[src/rtl/warp_ready_scoreboard_if.sv]
// Bundle between the warp scheduler side and the readiness scoreboard.
//   master : drives fetch writes, the issue grant and writebacks; observes status.
//   slave  : the scoreboard; returns free/ready/idle masks, the granted
//            instruction's operands and the sticky protocol error.
interface warp_ready_scoreboard_if #(
  parameter int WARPS = 8,
  parameter int IDW   = 3,
  parameter int NREGS = 32,
  parameter int RW    = 5
);
  logic             fetch_valid;
  logic [IDW-1:0]   fetch_warp;
  logic [RW-1:0]    fetch_src1;
  logic [RW-1:0]    fetch_src2;
  logic [RW-1:0]    fetch_dst;
  logic             fetch_has_dst;
  logic [WARPS-1:0] ibuf_free;
  logic [WARPS-1:0] ready_mask;
  logic [WARPS-1:0] issue_onehot;
  logic             issue_fire;
  logic [RW-1:0]    issue_src1;
  logic [RW-1:0]    issue_src2;
  logic [RW-1:0]    issue_dst;
  logic             issue_has_dst;
  logic             wb_valid;
  logic [IDW-1:0]   wb_warp;
  logic [RW-1:0]    wb_reg;
  logic [WARPS-1:0] warp_idle;
  logic             err_sticky;

  modport master (
    output fetch_valid, fetch_warp, fetch_src1, fetch_src2, fetch_dst, fetch_has_dst,
    output issue_onehot, issue_fire, wb_valid, wb_warp, wb_reg,
    input  ibuf_free, ready_mask, issue_src1, issue_src2, issue_dst, issue_has_dst,
    input  warp_idle, err_sticky
  );

  modport slave (
    input  fetch_valid, fetch_warp, fetch_src1, fetch_src2, fetch_dst, fetch_has_dst,
    input  issue_onehot, issue_fire, wb_valid, wb_warp, wb_reg,
    output ibuf_free, ready_mask, issue_src1, issue_src2, issue_dst, issue_has_dst,
    output warp_idle, err_sticky
  );
endinterface

[src/rtl/warp_ready_scoreboard.sv]
// Per-warp readiness stage for the warp scheduler.
//   warp_slot            : one warp's instruction buffer entry + pending-write mask.
//   warp_ready_scoreboard: array of slots, grant/fetch/writeback arbitration,
//                          issue operand mux and sticky protocol error.
// Ports: clk, rst_n (async active low), bus (warp_ready_scoreboard_if.slave).
module warp_slot #(
  parameter int NREGS = 32,
  parameter int RW    = 5
) (
  input  logic             clk,
  input  logic             rst_n,
  input  logic             issue,
  input  logic             load,
  input  logic [RW-1:0]    ld_src1,
  input  logic [RW-1:0]    ld_src2,
  input  logic [RW-1:0]    ld_dst,
  input  logic             ld_has_dst,
  input  logic             wb_clr,
  input  logic [RW-1:0]    wb_reg,
  output logic             valid,
  output logic [RW-1:0]    src1,
  output logic [RW-1:0]    src2,
  output logic [RW-1:0]    dst,
  output logic             has_dst,
  output logic [NREGS-1:0] pend,
  output logic             ready
);
  logic [NREGS-1:0] set_mask, clr_mask;

  assign set_mask = (issue & has_dst) ? (NREGS'(1) << dst) : '0;
  assign clr_mask = wb_clr ? (NREGS'(1) << wb_reg) : '0;
  assign ready    = valid & ~pend[src1] & ~pend[src2] & ~(has_dst & pend[dst]);

  always_ff @(posedge clk or negedge rst_n) begin
    if (!rst_n) begin
      valid   <= 1'b0;
      src1    <= '0;
      src2    <= '0;
      dst     <= '0;
      has_dst <= 1'b0;
      pend    <= '0;
    end else begin
      // load wins over issue so a same-cycle refill leaves the entry valid
      if (load) begin
        valid   <= 1'b1;
        src1    <= ld_src1;
        src2    <= ld_src2;
        dst     <= ld_dst;
        has_dst <= ld_has_dst;
      end else if (issue) begin
        valid   <= 1'b0;
      end
      // set applied after clear: issue marking a reg beats its own writeback
      pend <= (pend & ~clr_mask) | set_mask;
    end
  end
endmodule

module warp_ready_scoreboard #(
  parameter int WARPS = 8,
  parameter int IDW   = 3,
  parameter int NREGS = 32,
  parameter int RW    = 5
) (
  input logic                   clk,
  input logic                   rst_n,
  warp_ready_scoreboard_if.slave bus
);
  logic [WARPS-1:0]            valid, has_dst, ready, iss, load, wb_clr;
  logic [WARPS-1:0][RW-1:0]    src1, src2, dst;
  logic [WARPS-1:0][NREGS-1:0] pend;
  logic multi, bad_inv, fire_ok, fetch_drop, wb_bad, err;

  // Grant is honoured only if exactly one bit is set and it hits a valid entry.
  assign multi      = |(bus.issue_onehot & (bus.issue_onehot - WARPS'(1)));
  assign bad_inv    = |(bus.issue_onehot & ~valid);
  assign fire_ok    = bus.issue_fire & ~multi & ~bad_inv;
  assign iss        = fire_ok ? bus.issue_onehot : '0;
  assign fetch_drop = bus.fetch_valid & valid[bus.fetch_warp] & ~iss[bus.fetch_warp];
  assign wb_bad     = bus.wb_valid & ~pend[bus.wb_warp][bus.wb_reg];

  for (genvar w = 0; w < WARPS; w++) begin : g_warp
    assign load[w]   = bus.fetch_valid & (bus.fetch_warp == IDW'(w)) & (~valid[w] | iss[w]);
    assign wb_clr[w] = bus.wb_valid & (bus.wb_warp == IDW'(w)) & pend[w][bus.wb_reg];

    warp_slot #(.NREGS(NREGS), .RW(RW)) u_slot (
      .clk        (clk),
      .rst_n      (rst_n),
      .issue      (iss[w]),
      .load       (load[w]),
      .ld_src1    (bus.fetch_src1),
      .ld_src2    (bus.fetch_src2),
      .ld_dst     (bus.fetch_dst),
      .ld_has_dst (bus.fetch_has_dst),
      .wb_clr     (wb_clr[w]),
      .wb_reg     (bus.wb_reg),
      .valid      (valid[w]),
      .src1       (src1[w]),
      .src2       (src2[w]),
      .dst        (dst[w]),
      .has_dst    (has_dst[w]),
      .pend       (pend[w]),
      .ready      (ready[w])
    );

    assign bus.warp_idle[w] = ~valid[w] & ~|pend[w];
  end

  always_ff @(posedge clk or negedge rst_n) begin
    if (!rst_n) err <= 1'b0;
    else if ((bus.issue_fire & (multi | bad_inv)) | fetch_drop | wb_bad) err <= 1'b1;
  end

  // AND-OR operand mux; zero when no grant bit is set
  always_comb begin
    bus.issue_src1    = '0;
    bus.issue_src2    = '0;
    bus.issue_dst     = '0;
    bus.issue_has_dst = 1'b0;
    for (int w = 0; w < WARPS; w++) begin
      bus.issue_src1    = bus.issue_src1 | (src1[w] & {RW{bus.issue_onehot[w]}});
      bus.issue_src2    = bus.issue_src2 | (src2[w] & {RW{bus.issue_onehot[w]}});
      bus.issue_dst     = bus.issue_dst  | (dst[w]  & {RW{bus.issue_onehot[w]}});
      bus.issue_has_dst = bus.issue_has_dst | (has_dst[w] & bus.issue_onehot[w]);
    end
  end

  assign bus.ibuf_free  = ~valid;
  assign bus.ready_mask = ready;
  assign bus.err_sticky = err;
endmodule
[src/flat_wrapper.sv]
// flat-port wrapper written by rule: the top's interface ports become plain ports
module warp_ready_scoreboard_flat 
#(
  parameter int WARPS = 8,
  parameter int IDW   = 3,
  parameter int NREGS = 32,
  parameter int RW    = 5
)
  (clk, rst_n, bus_fetch_valid, bus_fetch_warp, bus_fetch_src1, bus_fetch_src2, bus_fetch_dst, bus_fetch_has_dst, bus_issue_onehot, bus_issue_fire, bus_wb_valid, bus_wb_warp, bus_wb_reg, bus_ibuf_free, bus_ready_mask, bus_issue_src1, bus_issue_src2, bus_issue_dst, bus_issue_has_dst, bus_warp_idle, bus_err_sticky);
  warp_ready_scoreboard_if #(.WARPS(WARPS), .IDW(IDW), .NREGS(NREGS), .RW(RW)) bus_i ();
  input logic clk;
  input logic rst_n;
  input wire logic [$bits(bus_i.fetch_valid)-1:0] bus_fetch_valid;
  input wire logic [$bits(bus_i.fetch_warp)-1:0] bus_fetch_warp;
  input wire logic [$bits(bus_i.fetch_src1)-1:0] bus_fetch_src1;
  input wire logic [$bits(bus_i.fetch_src2)-1:0] bus_fetch_src2;
  input wire logic [$bits(bus_i.fetch_dst)-1:0] bus_fetch_dst;
  input wire logic [$bits(bus_i.fetch_has_dst)-1:0] bus_fetch_has_dst;
  input wire logic [$bits(bus_i.issue_onehot)-1:0] bus_issue_onehot;
  input wire logic [$bits(bus_i.issue_fire)-1:0] bus_issue_fire;
  input wire logic [$bits(bus_i.wb_valid)-1:0] bus_wb_valid;
  input wire logic [$bits(bus_i.wb_warp)-1:0] bus_wb_warp;
  input wire logic [$bits(bus_i.wb_reg)-1:0] bus_wb_reg;
  output wire logic [$bits(bus_i.ibuf_free)-1:0] bus_ibuf_free;
  output wire logic [$bits(bus_i.ready_mask)-1:0] bus_ready_mask;
  output wire logic [$bits(bus_i.issue_src1)-1:0] bus_issue_src1;
  output wire logic [$bits(bus_i.issue_src2)-1:0] bus_issue_src2;
  output wire logic [$bits(bus_i.issue_dst)-1:0] bus_issue_dst;
  output wire logic [$bits(bus_i.issue_has_dst)-1:0] bus_issue_has_dst;
  output wire logic [$bits(bus_i.warp_idle)-1:0] bus_warp_idle;
  output wire logic [$bits(bus_i.err_sticky)-1:0] bus_err_sticky;
  assign bus_i.fetch_valid = bus_fetch_valid;
  assign bus_i.fetch_warp = bus_fetch_warp;
  assign bus_i.fetch_src1 = bus_fetch_src1;
  assign bus_i.fetch_src2 = bus_fetch_src2;
  assign bus_i.fetch_dst = bus_fetch_dst;
  assign bus_i.fetch_has_dst = bus_fetch_has_dst;
  assign bus_i.issue_onehot = bus_issue_onehot;
  assign bus_i.issue_fire = bus_issue_fire;
  assign bus_i.wb_valid = bus_wb_valid;
  assign bus_i.wb_warp = bus_wb_warp;
  assign bus_i.wb_reg = bus_wb_reg;
  assign bus_ibuf_free = bus_i.ibuf_free;
  assign bus_ready_mask = bus_i.ready_mask;
  assign bus_issue_src1 = bus_i.issue_src1;
  assign bus_issue_src2 = bus_i.issue_src2;
  assign bus_issue_dst = bus_i.issue_dst;
  assign bus_issue_has_dst = bus_i.issue_has_dst;
  assign bus_warp_idle = bus_i.warp_idle;
  assign bus_err_sticky = bus_i.err_sticky;
  warp_ready_scoreboard #(.WARPS(WARPS), .IDW(IDW), .NREGS(NREGS), .RW(RW)) u_core (.clk(clk), .rst_n(rst_n), .bus(bus_i));
endmodule
[config.mk]
export PLATFORM = sky130hd
export DESIGN_NAME = warp_ready_scoreboard_flat
export DESIGN_NICKNAME = d
export VERILOG_FILES = /design/src/rtl/warp_ready_scoreboard_if.sv /design/src/rtl/warp_ready_scoreboard.sv /design/src/flat_wrapper.sv
export SDC_FILE = /design/constraint.sdc
export NUM_CORES = 1
export LEC_CHECK = 0
export ABC_AREA = 1
export CORE_MARGIN = 1.5
export CORE_UTILIZATION = 30
export DETAILED_ROUTE_END_ITERATION = 16
export PLACE_DENSITY = 0.46
export SLEW_MARGIN = 0
export SYNTH_ARGS = -nofsm -noshare
export SYNTH_HDL_FRONTEND = slang
export SYNTH_SLANG_ARGS = --single-unit
[constraint.sdc]
create_clock -name clk -period 3.25 [get_ports clk]
set_input_delay 0.65 -clock clk [delete_from_list [all_inputs] [get_ports clk]]
set_output_delay 0.65 -clock clk [all_outputs]
set_load 0.1 [all_outputs]
==> flow_summary_export.csv <==
group,metric,value,unit
synth,synth_area_leader_cell,"dfrtp_1",
job,cap_violations,0,
clock_tree,hold_buffers,0,
final_layout,final_cells,6093,
drt,drt_pass1_iterations,6,
critical_path,crit_slowest_cell,"dfrtp_1",
floorplan,row_count,113,
critical_path,critical_path.max_stage_delay,0.63,ns
drt,num_vias,37604,
global_route,grt_pass1_wl,290000,um
placed_design,gp_congestion,1.05,
critical_path,crit_path_end_kind,"primary output",
status,violations,"hold timing, setup timing",
sta,worst_pin_slew,1.08,ns
sta,fin_crit,3.28,ns
final_layout,syn_to_final_growth,29.7,%
placed_design,hpwlAfterDp,162000,um
power,p_per_area,720,nW/um2
synth,ys.flop_type,"dfrtp_1",
floorplan,die_w,314,um
critical_path,cp.arrival,2.63,ns
critical_path,path_max_fanout,7,
synth,seq_area_frac_synth,33.9,%
synth,avgSynthCellArea,6.55,um2
synth,yosysUniqueCellTypes,47,
floorplan,io_pins,81,
floorplan,start_util,30.4,%
global_route,grt_overflow,0,
final_layout,fill_cells,10464,
critical_path,setup.worst_path.start_class,"flop",
sta,drv_slew,0,
sta,finalClockSkew,0.0324,ns
clock_tree,cts_buffers,53,
clock_tree,htreeDepth,2,
drt,wl_per_cell,35.0,um
synth,syn_area,29000,um2
critical_path,path_cells,"nor4_1 > nand4_1 > nor3_4 > buf_4",
floorplan,die-area,98700,um2
drt,drt-initial-drc-count,5480,
global_route,grt_max_degree,73,
drt,met1_length,88600,um
min_path,hold_class,"input pin to async pin",
critical_path,worstSetupPathType,"flop to primary output",
final_layout,nNetsFinal,4802,
drt,wl_met3,24700,um
drt,drc_errors,0,
synth,ys.warnings.count,0,
sta,fin_crit_sh,101,%
synth,synth_area_leaders,"dfrtp_1, o21ai_0, nand2_1, nand3_1, a21oi_1",
global_route,antenna_found_initial,21,
global_route,grt_pass1_vias,33985,
critical_path,required,2.60,ns
sta,hold_ws,-0.0334,ns
drt,wl,213000,um
drt,ant_nets,0,
final_layout,drive_above_1_share,18.1,%
power,vdd_ir_drop_max,0.000821,V
clock_tree,cts.sinks,393,
sta,relSlewSlack,27.9,%
drt,vias_per_cell,6.17,
sta,timing.fmax,0.305,GHz
floorplan,die_h,314,um
clock_tree,cts_max_path_buffers,3,
clock_tree,cts_root_buf,"clkbuf_16",
critical_path,critPathTopFamily,"simple AND/OR/NAND/NOR gates",
synth,synth_nets,4470,
sta,setup_viol,2,
critical_path,crit_buf_inv,1,
placed_design,portBuffers,80,
clock_tree,insertion_delay,0.69,ns
synth,synth-edff-count,0,
clock_tree,cts_tree,"done",
drt,dr_wl_met2,87000,um
sta,rsz0062_at_grt,"yes",
global_route,grt_usage,42.3,%
synth,synth_cells,4430,
status,status,"finished, violations left",
synth,ys_ff_latch,393,
placed_design,dp_cells,5878,
synth,synth_top_area_share,33.9,%
placed_design,pre_cts_slack,-0.275,ns
synth,async_flop_share,100,%
drt,maxUsedRoutingLayer,"met5",
clock_tree,clk_pin_slew_worst_paths,0.07,ns
floorplan,fp.coreArea,95400,um2
placed_design,placed_area,34100,um2
final_layout,final_area,37700,um2
sta,finalHoldViolCount,1,
sta,worst_slack,-0.0284,ns
power,leakage,16.4,nW
-- per-stage QoR --
| step | power [mW] | setup TNS (ns) | util [%] |
|---|---|---|---|
| 2_1_floorplan | 13.3 | -1.80 | - |
| 3_3_place_gp | 18.8 | -0.940 | 35.7 |
| 3_5_place_dp | 18.7 | -1.04 | 35.7 |
| 4_1_cts | 25.9 | -0.0538 | 38.5 |
| 5_1_grt | 28.0 | -0.196 | 39.4 |
| 6_report | 27.1 | -0.0502 | 39.5 |
-- layout by cell type (no fill, tap or decap), types with 8 or more instances in the layout --
master / count
o2bb2ai_1: 10
clkinvlp_4: 25
a21oi_1: 376
inv_2: 46
buf_6: 18
o21ai_0: 664
clkbuf_16: 53
clkinv_1: 18
o21ai_1: 64
buf_12: 97
nand3_2: 20
nand2_1: 864
a22oi_1: 50
nor2_2: 14
nand4_1: 33
nor3_1: 21
dfrtp_1: 351
o22ai_1: 128
clkdlybuf4s50_1: 36
nor4_1: 95
clkbuf_8: 14
o2111ai_1: 32
dfrtp_2: 42
nand3_1: 472
a22oi_2: 8
nor2_4: 23
inv_4: 11
diode_2: 24
clkbuf_1: 12
o211ai_1: 35
nand2_4: 13
inv_1: 345
buf_4: 394
nor2_1: 273
o31ai_1: 23
clkinv_2: 9
-- state kept, by name, indices dropped and copies added (netlist names) --
register,cells
u_core.g_warp.u_slot.dst,40
u_core.g_warp.u_slot.pend,256
u_core.g_warp.u_slot.valid,8
u_core.bus.err_sticky,1
u_core.g_warp.u_slot.has_dst,8
u_core.g_warp.u_slot.src2,40
u_core.g_warp.u_slot.src1,40
-- routing by layer --
metal / vias up / GRT usage [%]
li1: 16122 / -
met1: 18469 / 58.6
met2: 2518 / 59.4
met3: 493 / 11.0
met4: 2 / 22.9
met5: - / 0
-- cells by family (layout without fill, tap and decap cells) --
logic type | after synthesis | count (layout) | synth area share, %
and+or+nand+nor | 1859 | 1859 | 28.1
AOI/OAI and AO/OA | 1454 | 1454 | 27.8
other | 0 | 24 | 0
buffers and inverters | 724 | 1098 | 10.1
DFF | 393 | 393 | 33.9
-- layout make-up --
cell class | instances | area (um2) | area share [%]
Clock buffer | 79 | 1560 | 4.15
Sequential cell | 393 | 9890 | 26.2
Timing Repair Buffer | 551 | 5540 | 14.7
Timing Repair inverter | 1 | 7.51 | 0.0199
Antenna cell | 24 | 60.1 | 0.159
Inverter | 449 | 1820 | 4.83
Multi-Input combinational cell | 3313 | 16900 | 45.0
Clock inverter | 18 | 256 | 0.681
Tap cell | 1265 | 1580 | 4.20
-- worst register-to-register path, stage by stage (launching register included) --
cell and delay (ns):
dfrtp_1 0.73, inv_1 0.29, nand2_1 0.12, nand3_1 0.09
nor2_1 0.11, nand2_1 0.09, nor2_4 0.13, buf_4 0.17
buf_4 0.12, nand3_1 0.11, buf_4 0.23, nor2_2 0.14
buf_12 0.16, nand3_1 0.10, nand2_1 0.09
-- cell usage after synthesis, drive strengths merged (2+ instances only) --
library cell and count:
a211o 3, a211oi 5, a21oi 381, a221oi 8, a22oi 58, a31oi 2
buf 96, clkbuf 179, clkinv 20, dfrtp 393, inv 429, nand2 890
nand3 495, nand3b 2, nand4 34, nor2 310, nor3 29, nor4 98
o2111ai 38, o211ai 35, o21ai 732, o221ai 12, o22ai 130, o2bb2ai 11
o311ai 12, o31ai 23
-- report_power, final --
part	leakage (nW)	switching (mW)	internal [mW]
logic	10.3	9.20	4.55
registers	5.23	1.50	5.54
clock network	0.897	2.69	3.66
-- repair_timing --
| item | 4_1_cts | 5_1_grt |
|---|---|---|
| buffers inserted | 41 | 54 |
| gates cloned | 1 | 1 |
| setup endpoints to repair | 21 | 20 |
| pin swaps | 25 | 43 |
| resized for setup | 189 | 152 |
-- worst paths after layout --
path / start / end / slack, ns / cells past startpoint
max: u_core.g_warp[5].u_slot.pend[4] / bus_warp_idle[5] / -0.03 / 4
min: rst_n / u_core.g_warp[2].u_slot.pend[24] / -0.03 / 1
max reg2reg: u_core.g_warp[2].u_slot.valid / u_core.g_warp[0].u_slot.pend[23] / 0.49 / 14
min reg2reg: u_core.g_warp[0].u_slot.src2[4] / u_core.g_warp[0].u_slot.src2[4] / 0.50 / 2
max in group asynchronous: rst_n / u_core.g_warp[6].u_slot.pend[12] / 2.29 / 2
min in group clk: u_core.g_warp[0].u_slot.src2[4] / u_core.g_warp[0].u_slot.src2[4] / 0.50 / 2
No activity file was read; power rests on OpenSTA's default activity.
